==> config.mk <==
export PLATFORM = sky130hd
export DESIGN_NAME = pipe5_fetch2_stage
export DESIGN_NICKNAME = d
export VERILOG_FILES = /design/src/rtl/pipe5_types_pkg.sv /design/src/rtl/pipe5_fetch_buffer.sv /design/src/rtl/pipe5_fetch2_stage.sv
export SDC_FILE = /design/constraint.sdc
export NUM_CORES = 1
export LEC_CHECK = 0
export ABC_AREA = 1
export BUFFER_PORTS_ARGS = -buffer_cell sky130_fd_sc_hd__buf_4
export CORE_MARGIN = 2
export CORE_UTILIZATION = 48
export CTS_CLUSTER_SIZE = 10
export DETAILED_ROUTE_END_ITERATION = 12
export GPL_ROUTABILITY_DRIVEN = 1
export PLACE_DENSITY = 0.81
export RECOVER_POWER = 100
export SLEW_MARGIN = 5
export SYNTH_ARGS = -nofsm -noshare
export SYNTH_HDL_FRONTEND = slang
export SYNTH_HIERARCHICAL = 1
export SYNTH_SLANG_ARGS = --single-unit
==> constraint.sdc <==
create_clock -name CLK -period 7.45 [get_ports CLK]
set_input_delay 0.745 -clock CLK [delete_from_list [all_inputs] [get_ports CLK]]
set_output_delay 0.745 -clock CLK [all_outputs]
set_load 0.02 [all_outputs]
==> src/rtl/pipe5_types_pkg.sv <==
// rtl/pipe5_types_pkg.sv - fetch2 state, response-buffer entry type and buffer depth
// Define PIPE5_FETCH_SKID_EN to build a two-entry response buffer; the default is one entry.
package pipe5_types_pkg;

  typedef enum logic [1:0] {
    F2_IDLE  = 2'd0,
    F2_WAIT  = 2'd1,
    F2_DRAIN = 2'd2
  } f2_state_t;

  typedef struct packed {
    logic [31:0] pc;
    logic [31:0] instr;
    logic        fault;
    logic        mal;
  } f2_entry_t;

`ifdef PIPE5_FETCH_SKID_EN
  localparam int F2_DEPTH = 2;
`else
  localparam int F2_DEPTH = 1;
`endif

endpackage

==> src/rtl/pipe5_fetch_buffer.sv <==
// rtl/pipe5_fetch_buffer.sv - shifting response buffer between fetch2 and decode
// Entry 0 is always the head; a pop shifts younger entries down.
module pipe5_fetch_buffer
  import pipe5_types_pkg::*;
#(
  parameter int DEPTH = 1
) (
  input  logic       CLK,
  input  logic       nRST,
  input  logic       push,
  input  f2_entry_t  push_entry,
  input  logic       pop,
  input  logic       flush,
  output logic       head_valid,
  output f2_entry_t  head,
  output logic [1:0] count
);

  f2_entry_t  mem [DEPTH];
  logic       do_pop;
  logic       do_push;
  logic [1:0] wr_idx;

  assign do_pop  = pop && (count != 2'd0);
  assign do_push = push && ((count < 2'(DEPTH)) || do_pop);
  // With a simultaneous pop the new entry lands one slot lower.
  assign wr_idx  = do_pop ? (count - 2'd1) : count;

  always_ff @(posedge CLK) begin
    if (!nRST || flush) begin
      count <= 2'd0;
    end else begin
      count <= count + {1'b0, do_push} - {1'b0, do_pop};
    end
  end

  always_ff @(posedge CLK) begin
    for (int i = 0; i < DEPTH; i++) begin
      if (do_push && (wr_idx == 2'(i))) begin
        mem[i] <= push_entry;
      end else if (do_pop && (i + 1 < DEPTH)) begin
        mem[i] <= mem[(i + 1) % DEPTH];
      end
    end
  end

  assign head_valid = (count != 2'd0);
  assign head       = mem[0];

endmodule

==> src/rtl/pipe5_fetch2_stage.sv <==
// rtl/pipe5_fetch2_stage.sv - fetch2: one outstanding ibus read, responses queued for decode
// Buffer depth is 2 with PIPE5_FETCH_SKID_EN defined, otherwise 1.
module pipe5_fetch2_stage
  import pipe5_types_pkg::*;
#(
  parameter logic [31:0] NOP_INSN = 32'h0000_0013
) (
  input  logic        CLK,
  input  logic        nRST,
  input  logic        f1_valid,
  input  logic [31:0] f1_pc,
  output logic        f1_ready,
  input  logic        iren,
  input  logic        fd_stall,
  input  logic        fd_flush,
  output logic        ibus_ren,
  output logic [31:0] ibus_addr,
  input  logic [31:0] ibus_rdata,
  input  logic        ibus_busy,
  input  logic        ibus_error,
  output logic        fd_valid,
  output logic [31:0] fd_instr,
  output logic [31:0] fd_pc,
  output logic        f_busy,
  output logic        fault_insn,
  output logic        mal_insn,
  output logic [31:0] epc_f,
  output logic [31:0] badaddr_f
);

  f2_state_t   state, state_next;
  logic [31:0] addr;
  logic [1:0]  count;
  logic        pop, accept, aligned, push;
  f2_entry_t   push_entry, head;

  assign pop     = fd_valid && !fd_stall;
  assign aligned = (f1_pc[1:0] == 2'b00);
  assign accept  = f1_valid && f1_ready;

  always_ff @(posedge CLK) begin
    if (!nRST) begin
      state <= F2_IDLE;
      addr  <= 32'd0;
    end else begin
      state <= state_next;
      if (accept && aligned) addr <= f1_pc;
    end
  end

  always_comb begin
    state_next = state;
    case (state)
      F2_IDLE:  if (accept && aligned) state_next = F2_WAIT;
      F2_WAIT:  if (!ibus_busy) state_next = F2_IDLE;
                else if (fd_flush) state_next = F2_DRAIN;
      F2_DRAIN: if (!ibus_busy) state_next = F2_IDLE;
      default:  state_next = F2_IDLE;
    endcase
  end

  // Reset gates the handshake outputs so they read 0 before the first reset edge too.
  always_comb begin
    f1_ready   = nRST && (state == F2_IDLE) && iren && !fd_flush
                 && ((count < 2'(F2_DEPTH)) || pop);
    ibus_ren   = nRST && (state == F2_WAIT);
    f_busy     = nRST && (state != F2_IDLE);
    push       = 1'b0;
    push_entry = '{pc: f1_pc, instr: NOP_INSN, fault: 1'b0, mal: 1'b1};
    if (state == F2_IDLE && accept && !aligned) begin
      push = 1'b1;
    end else if (state == F2_WAIT && !ibus_busy && !fd_flush) begin
      push       = 1'b1;
      push_entry = '{pc: addr, instr: (ibus_error ? NOP_INSN : ibus_rdata),
                     fault: ibus_error, mal: 1'b0};
    end
  end

  pipe5_fetch_buffer #(
    .DEPTH(F2_DEPTH)
  ) u_buffer (
    .CLK        (CLK),
    .nRST       (nRST),
    .push       (push),
    .push_entry (push_entry),
    .pop        (pop),
    .flush      (fd_flush),
    .head_valid (fd_valid),
    .head       (head),
    .count      (count)
  );

  assign ibus_addr  = addr;
  assign fd_instr   = fd_valid ? head.instr : NOP_INSN;
  assign fd_pc      = fd_valid ? head.pc : 32'd0;
  assign fault_insn = fd_valid && head.fault;
  assign mal_insn   = fd_valid && head.mal;
  assign epc_f      = fd_pc;
  assign badaddr_f  = fd_pc;

endmodule

=== Word level (Yosys, flattened, before mapping) ===
Memories as Yosys holds them, arrays and structs flattened.
Cells that the tools add are included.

* Output and inout bits: 166
* Register bits: 36
* Memories: 1
* Logic and storage cells: 60
* Bits in writable memories: 66
* Input bits: 72

* Reduce and logical (&&, ||, !) cells: 32
* Magnitude comparators: 1
* Eq/ne operators: 5
* Mux-type cells: 15
* $add $sub $neg: 3

{| class="wikitable"
|+ Memory list
! name !! words !! bits a word !! rd ports !! clocked after Yosys merged registers in !! write ports !! RTL line !! RTL
|-
| u_buffer.mem || 1 || 66 || 1 || 0 || 1 || pipe5_fetch_buffer.sv:19 || <nowiki>f2_entry_t mem [DEPTH];</nowiki>
|}

{| class="wikitable"
|+ Operators with widths
! operator !! count
|-
| 66-bit 2-to-1 mux || 2
|-
| 32-bit 2-to-1 mux || 3
|-
| 1-bit logical AND || 18
|-
| 2-bit 2-to-1 mux || 5
|-
| 2-bit zero test || 3
|-
| 2-bit one-hot mux with 3 select lines || 1
|-
| 1-bit zero test || 5
|-
| 1-bit 2-to-1 mux || 4
|-
| 2-bit inequality test (second input constant) || 2
|-
| 2-bit nonzero test || 2
|-
| 1-bit logical OR || 3
|-
| 3-bit inequality test (second input constant) || 1
|-
| 3-bit AND reduction || 1
|-
| 2-bit by 1-bit adder with 2-bit output || 1
|-
| 2-bit by 1-bit == test with 1-bit output (second input constant) || 1
|-
| 2-bit == test (second input constant) || 1
|-
| 2-bit by 1-bit less-than comparator with 1-bit output (second input constant) || 1
|-
| 2-bit by 1-bit subtractor with 2-bit output || 1
|-
| 2-bit by 1-bit subtractor with 2-bit output (second input constant) || 1
|}

=== Longest topological paths before layout ===
* Word-level depth: 13
* Mapped depth: 17

=== Modules after synthesis ===
Netlist, hierarchy kept.

{| class="wikitable"
|+ By module, submodules not included
! module !! sequential area each (µm²) !! times used !! cells each !! area each (µm²)
|-
| pipe5_fetch2_stage || 680.7 || 1 || 575 || 3091.7
|-
| pipe5_fetch_buffer || 2021.9 || 1 || 92 || 2153.3
|}

=== Least setup slack after synthesis ===
OpenSTA, ideal clock, no wires.

* Kind: input to register
* Start point: input port nRST
* End point: memory u_buffer/mem[0][0] (netlist name), enable pin
* Stages on the path: 8
* Buffers on the path: 1
* Arrival time: 5.060 ns
* Library setup time: 0.512 ns
* Slack: 1.878 ns
* Path through: buf_4 -> nand3_2 -> nor2_4 -> and2_1 -> nand2_1 -> o21ai_0 -> o21ai_0 -> a21oi_1

* Cells in the longest elaborated chain, start to end: 12

{| class="wikitable"
|+ Ends and longest elaborated chain
! item !! RTL line !! RTL
|-
| start: declaration || pipe5_fetch2_stage.sv:9 || <nowiki>input logic nRST,</nowiki>
|-
| 1-bit logical AND (3 in series) || pipe5_fetch2_stage.sv:64 || <nowiki>f1_ready = nRST && (state == F2_IDLE) && iren && !fd_flush</nowiki>
|-
| 1-bit logical AND || pipe5_fetch2_stage.sv:65 || <nowiki>&& ((count < 2'(F2_DEPTH)) || pop);</nowiki>
|-
| via f1_ready || pipe5_fetch2_stage.sv:12 || <nowiki>output logic f1_ready,</nowiki>
|-
| 1-bit logical AND || pipe5_fetch2_stage.sv:39 || <nowiki>assign accept = f1_valid && f1_ready;</nowiki>
|-
| 1-bit logical AND (2 in series) || pipe5_fetch2_stage.sv:70 || <nowiki>if (state == F2_IDLE && accept && !aligned) begin</nowiki>
|-
| 1-bit 2-to-1 mux || pipe5_fetch2_stage.sv:70 ||
|-
| via push || pipe5_fetch2_stage.sv:34 || <nowiki>logic pop, accept, aligned, push;</nowiki>
|-
| 1-bit logical AND || pipe5_fetch_buffer.sv:25 || <nowiki>assign do_push = push && ((count < 2'(DEPTH)) || do_pop);</nowiki>
|-
| 1-bit logical AND || pipe5_fetch_buffer.sv:39 || <nowiki>if (do_push && (wr_idx == 2'(i))) begin</nowiki>
|-
| 1-bit 2-to-1 mux || pipe5_fetch_buffer.sv:39 ||
|-
| 1-bit 2-to-1 mux (not written as such) || pipe5_fetch_buffer.sv:40 || <nowiki>mem[i] <= push_entry;</nowiki>
|-
| end: declaration || pipe5_fetch_buffer.sv:19 ||
|}

The timed path passes the listed nets, and every way through them passes these cells.

=== Worst setup path in the final report ===
* Start point: register u_buffer.count[0]
* End point: memory u_buffer/mem[0][13] (netlist name), enable pin

* Cells in the longest elaborated chain, start to end: 12
* Elaborated cells on any way between the ends: 18

{| class="wikitable"
|+ Ends and longest elaborated chain
! item !! RTL line !! RTL
|-
| start: declaration || pipe5_fetch_buffer.sv:16 || <nowiki>output logic [1:0] count</nowiki>
|-
| start signal: assignment || pipe5_fetch_buffer.sv:33 || <nowiki>count <= count + {1'b0, do_push} - {1'b0, do_pop};</nowiki>
|-
| parallel branches: the longest is 2 deep, another holds 2-bit by 1-bit less-than comparator with 1-bit output || n/a ||
|-
| 1-bit logical OR (*) || pipe5_fetch2_stage.sv:65 ||
|-
| 1-bit logical AND (*) || pipe5_fetch2_stage.sv:65 ||
|-
| 1-bit logical AND (*) || pipe5_fetch2_stage.sv:39 ||
|-
| 1-bit logical AND (*) (2 in series) || pipe5_fetch2_stage.sv:70 ||
|-
| 1-bit 2-to-1 mux (*) || pipe5_fetch2_stage.sv:70 ||
|-
| via push || pipe5_fetch2_stage.sv:34 ||
|-
| 1-bit logical AND (*) || pipe5_fetch_buffer.sv:25 ||
|-
| 1-bit logical AND (*) || pipe5_fetch_buffer.sv:39 ||
|-
| 1-bit 2-to-1 mux (*) || pipe5_fetch_buffer.sv:39 ||
|-
| 1-bit 2-to-1 mux (not written as such) (*) || pipe5_fetch_buffer.sv:40 ||
|}

Mark *: on every way through the listed nets, which the timed path passes.

==> run metrics <==
setup_tns 0 ps; r2r setup slk 2790 ps; Worst Hold End ibus_addr[0]; Most Frequent Cell on Critical Path nand2_1; Tot GR Track Use 0.185; drt wl/cell 12.0 um; most frequent cell after synthesis nand2_1; Port Buffers 237; CP Data Required Time 7430 ps; first-pass GRT wire length 17100 um; FP Rows 38; CP max stage delay 1480 ps; Lkg Pwr 3.18 nW; Netlist Area Pre-Place 5250 um^2; Die ar. 11800 um^2; Synth top cells by count nand2_1, inv_1, nor2_1, buf_4, edfxtp_1; Final ANT Viol Nets 0; Area contributors post-synth edfxtp_1, nand2_1, dfxtp_1, buf_4, inv_1; Mapped Cells 667; crit path max fanout 70; DR vias/cell 4.42; CTS clk-pin slew, worst paths 100 ps; WP data arrival 4640 ps; pre-CTS WS 3560 ps; CTS root buffer clkbuf_8; final setup violation count 0; CTS Buf Count 9; Unique masters post-synth 25; Synth top area share 0.378; CP Cell Sequence inv_1 -> ha_1 -> inv_1 -> nand2_1 -> nand2_1 -> and2_0 -> nand2_1 -> o21ai_0 -> o21ai_0 -> a21oi_4 -> buf_4; Fmax 215 MHz; Synthesis Warnings 6; FF-to-FF Start u_buffer/count[0]; final weighted congestion in routability-driven placement 0.830; final worst slack 2790 ps; I/O pins 238; Slew headroom -0.863; Post-synth EDFFs 66; clock latency on the worst-skew pair 350 ps; Worst VDD drop 0.0000956 V; Hold Vio Cnt, Final 0; Hold Crit Start ibus_addr[0]; post-synthesis sequential area ratio 0.515; Max Clock Skew 12.5 ps; Mapped Nets 741; Hold Path Depth 2; fin. max-slew vios 204; HPWL after DPL 8150 um; DIE WIDTH 109 um; initial DRC count 193; fraction of registers with async set/reset 0; vias in the first global route 3637; post-CTS resize count 0; Top FF cell, synth edfxtp_1; area leader, netlist edfxtp_1; Die Ht 109 um; CTS tree done; Max-cap violations 3; R2R Path End u_buffer/mem[0][13]; via count 4273; Crit. End Element register; slew at the pin closest to its max-slew limit 2790 ps; violated checks capacitance limit, slew limit; Starting Density 0.488; critical path class reg -> reg; Avg Inst Size Synth 7.86 um^2; reg2reg path depth 11; Congestion Overflow GR 0; setup repair bufs after CTS 0; largest net degree at the start of global routing 97; drc violations 0; Final Net Count 896; Layout area overhead 16.8%; PwrDens 163 nW/um^2; CTS Buffer Depth 2; Crit-path slowest cell inv_1; layout cells sized above 1 0.121; RSZ-0062 raised after global routing no; Hold Buf Count CTS 0; initial antenna violation count 0; status complete, but fails checks; flops & latches, synth 102; Initial DRT Pass Iterations 4; startpoint types register; Ant. Diodes 0; Tmin final 4660 ps; htree depth 3; clock sinks 102; core area 10700 um^2; hold crit path type reg -> reg; period utilization 0.626; DRT Wirelength 11600 um
-- where the power goes --
group | leakage (nW) | total (mW) | internal [mW] | switching [mW]
clock | 0.0849 | 0.311 | 0.124 | 0.187
combinational | 2.12 | 0.0788 | 0.0353 | 0.0435
sequential | 0.968 | 0.607 | 0.605 | 0.00206
total | 3.18 | 0.997 | 0.765 | 0.233
-- layout by cell type (no fill, tap or decap) --
cell type   Yosys  routed
nor3_1          1       1
nand4_4         1       1
nand2_1       203     203
nand4_1         2       2
clkbuf_1       12     167
nand3_2         1       1
o21ai_0        33      33
clkinv_4        0       2
dfxtp_1        36      36
buf_4          66      72
nor2_1         96      96
clkbuf_8        0       9
nor2_4          1       1
nand2_4         1       1
a21oi_1         4       3
inv_1         109     110
inv_2           5       4
nor3b_1         1       1
nor2_2          2       2
inv_6           0       2
edfxtp_1       66      66
ha_1            2       2
and2_0          0       1
nand3_1         5       5
clkinv_1        0       1
a21oi_4         0       1
clkinvlp_4      0       1
or2_2           3       3
-- layout make-up --
type | count | area (um^2)
clock buffers | 10 | 128
clock inverters | 6 | 46.3
fillers | 1160 | 4620
inverters | 114 | 428
multi-input cells | 357 | 1490
flip-flops and latches | 102 | 2700
well taps | 140 | 175
repair buffers | 238 | 1160
-- state kept, by name (all words and copies together) (netlist names) --
register	count
ibus_addr	32
state	2
u_buffer/count	2
u_buffer/mem	66
-- cell families (layout without fill, tap and decap cells) --
logic type,after synthesis,in the layout,share of synthesized area
AND/OR/NAND/NOR,318,318,0.241
buffers and inverters,208,368,0.204
flip-flops,102,102,0.515
AO/OA/AOI/OAI,37,37,0.0353
adder cells (fa/ha/maj),2,2,0.00477
-- metal layers --
layer / global-route usage / vias to the layer above / wire length [um]
li1: - / 2234 / -
met1: 0.225 / 1867 / 4770
met5: 0 / - / 0
met2: 0.330 / 160 / 5700
met4: 0.0568 / 0 / 126
met3: 0.0374 / 12 / 966
-- metrics by stage --
stage	hold WS, ps	power [mW]	cells	util	cell area [um^2]
after floorplan	472	0.660	667	-	5250
after global placement	462	0.704	951	0.613	6590
after detailed placement	469	0.705	951	0.613	6590
after CTS	484	1.01	967	0.629	6760
after global routing	496	1.03	967	0.570	6130
final	480	0.997	967	0.570	6130
-- critical path, delay by kind of cell, from the launching register on --
family	cells	cell delay (ps)
AND/OR/NAND/NOR	4	630
buffers and inverters	3	2210
flip-flops	1	390
adder cells (fa/ha/maj)	1	220
AO/OA/AOI/OAI	3	770
-- worst max-delay path by stage --
stage | start | endpoint | cells after the start
3_5_place_dp | u_buffer/count[0] | u_buffer/mem[0][27] | 11
6_report | u_buffer/count[0] | u_buffer/mem[0][13] | 11
3_3_place_gp | u_buffer/count[0] | u_buffer/mem[0][65] | 11
2_1_floorplan | nRST | u_buffer/mem[0][0] | 8
4_1_cts | u_buffer/count[0] | u_buffer/mem[0][32] | 11
5_1_grt | u_buffer/count[0] | u_buffer/mem[0][50] | 11
(Power assumes the default switching activity.)
